===== config.mk =====
export PLATFORM = sky130hd
export DESIGN_NAME = serial_frame_sender_flat
export DESIGN_NICKNAME = d
export VERILOG_FILES = /design/src/rtl/serial_frame_sender_if.sv /design/src/rtl/serial_frame_sender.sv /design/src/flat_wrapper.sv
export SDC_FILE = /design/constraint.sdc
export NUM_CORES = 1
export LEC_CHECK = 0
export ABC_CLOCK_PERIOD_IN_PS = 2000
export CAP_MARGIN = 0
export CORE_MARGIN = 8
export CORE_UTILIZATION = 50
export CTS_BUF_LIST = sky130_fd_sc_hd__clkbuf_8
export DETAILED_ROUTE_END_ITERATION = 6
export GPL_ROUTABILITY_DRIVEN = 0
export HOLD_SLACK_MARGIN = 0.1
export PLACE_DENSITY = 0.79
export SLEW_MARGIN = 15
export SYNTH_ARGS = -nofsm -noshare
export SYNTH_HDL_FRONTEND = slang
export SYNTH_SLANG_ARGS = --single-unit

===== constraint.sdc =====
create_clock -name clk -period 2 [get_ports clk]
set_input_delay 0.4 -clock clk [delete_from_list [all_inputs] [get_ports clk]]
set_output_delay 0.4 -clock clk [all_outputs]
set_load 0.03 [all_outputs]

===== src/rtl/serial_frame_sender_if.sv =====
// Parallel-side handshake and serial line of the frame sender.
// The controller uses the master view; the sender uses the slave view.
interface serial_frame_sender_if #(
  parameter int ADDR_W = 2,
  parameter int LEN_W  = 4,
  parameter int DATA_W = 16
);
  logic              clkEn;
  logic              start;
  logic [ADDR_W-1:0] portSel;
  logic [LEN_W-1:0]  len;
  logic [DATA_W-1:0] dataIn;
  logic              SerOut;
  logic              ready;
  logic              busy;
  logic              done;

  modport master (
    output clkEn, start, portSel, len, dataIn,
    input  SerOut, ready, busy, done
  );

  modport slave (
    input  clkEn, start, portSel, len, dataIn,
    output SerOut, ready, busy, done
  );
endinterface


===== src/rtl/serial_frame_sender.sv =====
// Frame transmitter for the single-wire demux link:
// start bit, port address (MSB first), length (MSB first), payload (LSB first), stop bit.
module serial_frame_sender #(
  parameter int ADDR_W = 2,
  parameter int LEN_W  = 4,
  parameter int DATA_W = 16
) (
  input logic                  clk,
  input logic                  rst,
  serial_frame_sender_if.slave sif
);

  localparam int CNT_W = (LEN_W > ADDR_W) ? LEN_W : ADDR_W;

  typedef enum logic [2:0] {
    IDLE, ARMED, START, ADDR, LEN, DATA, STOP
  } state_t;

  state_t            state;
  logic [ADDR_W-1:0] port_sh;
  logic [LEN_W-1:0]  len_q;
  logic [LEN_W-1:0]  len_sh;
  logic [DATA_W-1:0] data_sh;
  logic [CNT_W-1:0]  cnt;
  logic              ser_q;
  logic              ready_q;
  logic              done_q;

  assign sif.SerOut = ser_q;
  assign sif.ready  = ready_q;
  assign sif.busy   = ~ready_q;
  assign sif.done   = done_q;

  // cnt holds the remaining bits of the address/length fields, and the
  // number of payload bits already sent while in DATA.
  always_ff @(posedge clk or negedge rst) begin
    if (!rst) begin
      state   <= IDLE;
      port_sh <= '0;
      len_q   <= '0;
      len_sh  <= '0;
      data_sh <= '0;
      cnt     <= '0;
      ser_q   <= 1'b1;
      ready_q <= 1'b1;
      done_q  <= 1'b0;
    end else begin
      done_q <= 1'b0;
      case (state)
        IDLE: begin
          if (sif.start) begin
            port_sh <= sif.portSel;
            len_q   <= sif.len;
            len_sh  <= sif.len;
            data_sh <= sif.dataIn;
            ready_q <= 1'b0;
            state   <= ARMED;
          end
        end
        ARMED: begin
          if (sif.clkEn) begin
            ser_q <= 1'b0;
            state <= START;
          end
        end
        START: begin
          if (sif.clkEn) begin
            ser_q   <= port_sh[ADDR_W-1];
            port_sh <= port_sh << 1;
            cnt     <= CNT_W'(ADDR_W - 1);
            state   <= ADDR;
          end
        end
        ADDR: begin
          if (sif.clkEn) begin
            if (cnt == '0) begin
              ser_q  <= len_sh[LEN_W-1];
              len_sh <= len_sh << 1;
              cnt    <= CNT_W'(LEN_W - 1);
              state  <= LEN;
            end else begin
              ser_q   <= port_sh[ADDR_W-1];
              port_sh <= port_sh << 1;
              cnt     <= cnt - 1'b1;
            end
          end
        end
        LEN: begin
          if (sif.clkEn) begin
            if (cnt != '0) begin
              ser_q  <= len_sh[LEN_W-1];
              len_sh <= len_sh << 1;
              cnt    <= cnt - 1'b1;
            end else if (len_q != '0) begin
              ser_q   <= data_sh[0];
              data_sh <= data_sh >> 1;
              cnt     <= CNT_W'(1);
              state   <= DATA;
            end else begin
              ser_q <= 1'b1;
              state <= STOP;
            end
          end
        end
        DATA: begin
          if (sif.clkEn) begin
            if (cnt == CNT_W'(len_q)) begin
              ser_q <= 1'b1;
              state <= STOP;
            end else begin
              ser_q   <= data_sh[0];
              data_sh <= data_sh >> 1;
              cnt     <= cnt + 1'b1;
            end
          end
        end
        STOP: begin
          if (sif.clkEn) begin
            done_q  <= 1'b1;
            ready_q <= 1'b1;
            state   <= IDLE;
          end
        end
        default: begin
          ser_q   <= 1'b1;
          ready_q <= 1'b1;
          state   <= IDLE;
        end
      endcase
    end
  end

endmodule


===== src/flat_wrapper.sv =====
// flat-port wrapper written by rule: the top's interface ports become plain ports
module serial_frame_sender_flat 
#(
  parameter int ADDR_W = 2,
  parameter int LEN_W  = 4,
  parameter int DATA_W = 16
)
  (clk, rst, sif_clkEn, sif_start, sif_portSel, sif_len, sif_dataIn, sif_SerOut, sif_ready, sif_busy, sif_done);
  serial_frame_sender_if #(.ADDR_W(ADDR_W), .LEN_W(LEN_W), .DATA_W(DATA_W)) sif_i ();
  input logic clk;
  input logic rst;
  input wire logic [$bits(sif_i.clkEn)-1:0] sif_clkEn;
  input wire logic [$bits(sif_i.start)-1:0] sif_start;
  input wire logic [$bits(sif_i.portSel)-1:0] sif_portSel;
  input wire logic [$bits(sif_i.len)-1:0] sif_len;
  input wire logic [$bits(sif_i.dataIn)-1:0] sif_dataIn;
  output wire logic [$bits(sif_i.SerOut)-1:0] sif_SerOut;
  output wire logic [$bits(sif_i.ready)-1:0] sif_ready;
  output wire logic [$bits(sif_i.busy)-1:0] sif_busy;
  output wire logic [$bits(sif_i.done)-1:0] sif_done;
  assign sif_i.clkEn = sif_clkEn;
  assign sif_i.start = sif_start;
  assign sif_i.portSel = sif_portSel;
  assign sif_i.len = sif_len;
  assign sif_i.dataIn = sif_dataIn;
  assign sif_SerOut = sif_i.SerOut;
  assign sif_ready = sif_i.ready;
  assign sif_busy = sif_i.busy;
  assign sif_done = sif_i.done;
  serial_frame_sender #(.ADDR_W(ADDR_W), .LEN_W(LEN_W), .DATA_W(DATA_W)) u_core (.clk(clk), .rst(rst), .sif(sif_i));
endmodule

Word-level counts from Yosys, hierarchy flattened
Index checks and enable logic that the tools add are counted.
{"block": "totals", "ff_bits": 36, "in_bits": 26, "wordCells": 108}
{"block": "classes", "add_sub_neg": 2, "n_eq_ne": 22, "n_mux": 54, "n_bitwise": 3, "reduce_logical": 18}
{"cell": "$mux W16", "count": 6}
{"cell": "$mux W4", "count": 13}
{"cell": "$pmux W16 S3", "count": 1}
{"cell": "$mux W3", "count": 10}
{"cell": "$pmux W3 S7", "count": 1}
{"cell": "$ne A2 B2 Y1 const B", "count": 10}
{"cell": "$pmux W4 S4", "count": 1}
{"cell": "$reduce_and A7 Y1", "count": 2}
{"cell": "$mux W1", "count": 13}
{"cell": "$pmux W4 S3", "count": 1}
{"cell": "$reduce_and A6 Y1", "count": 2}
{"cell": "$reduce_bool A4 Y1", "count": 3}
{"cell": "$mux W2", "count": 5}
{"cell": "$reduce_and A10 Y1", "count": 1}
{"cell": "$eq A3 B3 Y1 const B", "count": 3}
{"cell": "$reduce_bool A3 Y1", "count": 3}
{"cell": "$ne A2 B1 Y1 const B", "count": 4}
{"cell": "$eq A3 B2 Y1 const B", "count": 2}
{"cell": "$pmux W1 S6", "count": 1}
{"cell": "$pmux W2 S3", "count": 1}
{"cell": "$reduce_and A5 Y1", "count": 1}
{"cell": "$reduce_or A5 Y1", "count": 1}
{"cell": "$add A4 B1 Y4 const B", "count": 1}
{"cell": "$eq A4 B4 Y1", "count": 1}
{"cell": "10 further kinds", "count": 12}

Longest topological paths before layout
{"block": "depth", "depth_word": 5, "depth_mapped": 9}

Least setup slack after synthesis
OpenSTA, ideal clock, no wires.
{"block": "synth_path", "path_type": "register to register", "startpoint": "register u_core.state[1]", "endpoint": "register u_core.data_sh[10]", "setup_ns": 0.125, "arrival_time_ns": 2.105, "t_required_ns": 1.875, "setup_slack_ns": -0.230, "path_stages_with_launch": 8, "n_path_buf": 3, "synth_period_minus_slack_ns": 2.230, "cell_sequence": "dfrtp_1 buf_2 inv_1 ha_1 clkbuf_1 clkbuf_1 mux2_2 mux2_4"}
{"block": "synth_between", "elab_chain_len": 3, "word_cells_on_any_way": 12}
{"element": "start, declared", "line": "serial_frame_sender.sv:19", "rtl": "state_t state;"}
{"element": "start signal, assigned", "line": "serial_frame_sender.sv:38", "rtl": "state <= IDLE;"}
{"element": "start signal, assigned", "line": "serial_frame_sender.sv:57", "rtl": "state <= ARMED;"}
{"element": "start signal, assigned", "line": "serial_frame_sender.sv:63", "rtl": "state <= START;"}
{"element": "$eq A3 B3 Y1 or $logic_not A3 Y1 (tied branches)", "line": "serial_frame_sender.sv:49", "rtl": "case (state)"}
{"element": "$ne A2 B2 Y1 (no line) (tied with other cells)"}
{"element": "$reduce_and A7 Y1 (no line)"}
{"element": "end signal, assigned", "line": "serial_frame_sender.sv:55", "rtl": "data_sh <= sif.dataIn;"}
{"element": "end signal, assigned", "line": "serial_frame_sender.sv:96", "rtl": "data_sh <= data_sh >> 1;"}
{"element": "end signal, assigned", "line": "serial_frame_sender.sv:112", "rtl": "data_sh <= data_sh >> 1;"}
{"element": "end, declared", "line": "serial_frame_sender.sv:23", "rtl": "logic [DATA_W-1:0] data_sh;"}
Parallel ways exist; a longest one is shown, timed or not.
A chain may end at the register's enable or synchronous reset.

Worst setup path after layout
{"block": "layout_path", "startpoint": "register u_core.cnt[0]", "endpoint": "register u_core.data_sh[8]"}
{"block": "layout_between", "elab_chain_len": 3, "word_cells_on_any_way": 5}
{"element": "start, declared", "line": "serial_frame_sender.sv:24", "rtl": "logic [CNT_W-1:0] cnt;"}
{"element": "start signal, assigned", "line": "serial_frame_sender.sv:70", "rtl": "cnt <= CNT_W'(ADDR_W - 1);"}
{"element": "start signal, assigned", "line": "serial_frame_sender.sv:79", "rtl": "cnt <= CNT_W'(LEN_W - 1);"}
{"element": "start signal, assigned", "line": "serial_frame_sender.sv:84", "rtl": "cnt <= cnt - 1'b1;"}
{"element": "$eq A4 B4 Y1 or $reduce_bool A4 Y1 (tied branches)", "line": "serial_frame_sender.sv:107, serial_frame_sender.sv:90"}
{"element": "$ne A2 B2 Y1 (no line)"}
{"element": "$reduce_and A7 Y1 (no line) (*)"}
Mark *: on every way between the ends. The rest lies on a longest branch, timed or not.

==> flow_summary.json <==
{
  "cts-root-buf": "clkbuf_8",
  "synthFlopType": "dfrtp_1",
  "cts-buffers-inserted": 5,
  "rsz0062_at_grt": "yes",
  "clock_latency_ns": 0.28,
  "die_area_sq_um": 7040,
  "combPwrFrac": 0.614,
  "postRouteAntennaNets": 0,
  "grt_pass1_vias": 1904,
  "ys_top_cells_by_area": "dfrtp_1 (37%), mux2_2 (14%), mux2_4 (6.5%)",
  "die_x_microns": 83.9,
  "maxCapViolCount": 0,
  "setup_viol": 0,
  "yosys.area.top_type_share": 0.369,
  "grt_max_degree": 37,
  "grt_overflow_total": 0,
  "synth_nets": 247,
  "placed_area_sq_um": 2820,
  "num_io_pins": 30,
  "place_hpwl_microns": 3840,
  "criticalPathCategory": "register to register",
  "finalHoldViolCount": 0,
  "setup_slack_ns": 0.0159,
  "routed_wl_microns": 5250,
  "finish.utilization": 0.690,
  "io_buffers": 29,
  "arrival_ns": 2.16,
  "tightest_slew_ns": 0.541,
  "p_sw_uw": 1930,
  "start_util": 0.523,
  "relSlewSlack": 0.638,
  "die_y_microns": 83.9,
  "finalCritPeriodShare": 0.992,
  "seqPwrFrac": 0.281,
  "slew_viol_final": 0,
  "instances_no_fill": 327,
  "ys_types": 53,
  "drtIter0Drc": 123,
  "synth_top_cell_by_area": "dfrtp_1",
  "clk_pin_slew_ns": 0.08,
  "status": "finished clean",
  "track_usage": 0.148,
  "via_per_inst": 5.75,
  "synth_cells": 215,
  "p_per_area_nw_per_um2": 1610,
  "antenna_found_initial": 0,
  "syn_to_final_growth_pct": 31.9,
  "p_int_uw": 2980,
  "design_area_sq_um": 3040,
  "rows": 24,
  "cts_tree": "done",
  "place_ws_ns": -0.153,
  "fmax_ghz": 0.504,
  "final_nets": 306,
  "finClkSkew_ns": 0.00307,
  "required_ns": 2.17,
  "switching_share": 0.393,
  "first_pass_iters": 6,
  "cp_max_fo": 8,
  "cts.sinks": 36,
  "finalCriticalPeriod_ns": 1.98,
  "diodes": 0,
  "grt_pass1_wl_microns": 8780,
  "synth.avg_cell_area_sq_um": 10.7,
  "drive_gt1_frac": 0.378,
  "vias": 1879,
  "max-clock-path-buffers": 2,
  "synth_async_sr_flop_share": 1.00,
  "yosys_register_bits": 36,
  "clkPwrFrac": 0.105,
  "synth-edff-count": 0,
  "start_kind": "register",
  "core-area_sq_um": 4410,
  "p_leak_uw": 0.00134,
  "htree_levels": 2,
  "wl_per_cell_microns": 16.0,
  "remaining_drc_errors": 0,
  "peakVddDrop_v": 0.000716,
  "dp_cells": 313,
  "netlist_area_sq_um": 2310,
  "worstHoldPathType": "register to register",
  "yosys_warnings": 0,
  "yosysSeqAreaShare": 0.392,
  "worstSetupEndpointType": "register"
}
[layer usage]
| metal | track usage | wire length [microns] | part of all wire |
|---|---|---|---|
| met3 | 0.0430 | 269 | 0.051 |
| met5 | 0 | 0 | 0 |
| met2 | 0.236 | 2530 | 0.48 |
| met4 | 0.0345 | 25 | 0.0048 |
| met1 | 0.192 | 2420 | 0.46 |
[state kept, by name, summed over array words and instances, names as in the netlist]
name and flops:
u_core.cnt 4, u_core.data_sh 16, u_core.len_q 4, u_core.len_sh 4, u_core.port_sh 2, u_core.sif.SerOut 1, u_core.sif.done 1, u_core.sif.ready 1
u_core.state 3
[cells in the mapped netlist, types with 2 or more instances]
cell type and n:
a21o_1 4, a21oi_1 12, a22oi_1 2, and3_1 2
and3b_1 2, buf_2 4, buf_6 3, clkbuf_1 4
dfrtp_1 34, dfstp_2 2, ha_1 6, inv_1 7
mux2_2 28, mux2_4 10, mux2i_1 4, nand2_1 14
nand2b_1 2, nand3b_1 2, nor2_1 12, nor2_2 2
nor2b_1 3, nor3_1 3, nor3b_1 2, nor4_1 3
o211ai_1 3, o21ai_0 10, o22ai_1 2, o31ai_1 5
xnor2_1 4
[worst paths after layout]
kind | from | to | slack (ns) | depth (start not counted)
min reg2reg | u_core.len_sh[0] | u_core.len_sh[0] | 0.49 | 2
max reg2reg | u_core.cnt[0] | u_core.data_sh[8] | 0.02 | 8
max in group asynchronous | rst | u_core.sif.SerOut | 1.13 | 2
min | u_core.len_sh[0] | u_core.len_sh[0] | 0.49 | 2
min in group asynchronous | rst | u_core.port_sh[0] | 0.53 | 2
max | u_core.cnt[0] | u_core.data_sh[8] | 0.02 | 8
[power by group through the flow]
stage | Clock, uW | Combinational [uW] | Sequential, uW
2_1_floorplan | 0 | 1900 | 1340
3_5_place_dp | 0 | 2710 | 1370
5_1_grt | 561 | 3260 | 1420
3_3_place_gp | 0 | 2640 | 1360
4_1_cts | 535 | 2740 | 1370
6_report | 518 | 3010 | 1380
[through the flow]
| step | total power (uW) | TNS (ns) | hold slack (ns) |
|---|---|---|---|
| floorplan | 3240 | -0.989 | 0.104 |
| global placement | 4000 | 0 | 0.464 |
| detailed placement | 4080 | -0.320 | 0.470 |
| CTS | 4640 | -0.0106 | 0.489 |
| global route | 5250 | -0.255 | 0.524 |
| finish | 4910 | 0 | 0.491 |
[worst max-delay path, stage by stage, from the launching register on]
cell and delay, ns:
dfrtp_1 0.40, inv_2 0.10, ha_4 0.14, or3b_4 0.40
nor2_4 0.12, o21a_2 0.14, o211ai_4 0.10, clkbuf_16 0.19
mux2_4 0.29
[cells in the final DEF (no fill, tap or decap), types with 2 or more instances in the layout]
| cell type | n |
|---|---|
| mux2i_1 | 4 |
| nor2_2 | 2 |
| dfstp_2 | 2 |
| nand2b_1 | 2 |
| ha_1 | 5 |
| a21o_1 | 4 |
| nor2b_1 | 3 |
| inv_2 | 2 |
| o22ai_1 | 2 |
| dfrtp_1 | 33 |
| nor3_1 | 3 |
| and3_1 | 2 |
| mux2_2 | 27 |
| and3b_1 | 2 |
| inv_1 | 6 |
| nand3b_1 | 2 |
| o31ai_1 | 4 |
| nor4_1 | 3 |
| mux2_4 | 11 |
| a21oi_1 | 12 |
| nor2_1 | 11 |
| clkbuf_8 | 5 |
| o21ai_0 | 9 |
| nand2_1 | 14 |
| xnor2_1 | 4 |
| o211ai_1 | 3 |
| clkdlybuf4s50_1 | 29 |
| buf_4 | 33 |
[layout make-up]
type | count | area, sq um
Fill cell | 346 | 1370
Inverter | 8 | 30.0
Timing Repair Buffer | 64 | 583
Clock inverter | 3 | 20.0
Multi-Input combinational cell | 159 | 1370
Clock buffer | 5 | 68.8
Tap cell | 52 | 65.1
Sequential cell | 36 | 905
[timing repair]
item,CTS,global route
setup endpoints to repair,3,30
pin swaps,1,7
hold buffers,0,0
gates resized for setup,1,18
endpoints found under the hold margin,0,0
gates cloned,0,1
setup buffers,1,4
[kinds of logic after synthesis]
| kind of cell | share of synthesized area |
|---|---|
| AOI/OAI and AO/OA | 0.157 |
| xor gates and xnor gates | 0.0152 |
| adders and majority gates | 0.0325 |
| buffers and inverters | 0.0445 |
| DFF | 0.392 |
| muxes | 0.219 |
| and+or+nand+nor | 0.140 |
Note: power is estimated with default switching activity, not from simulation.
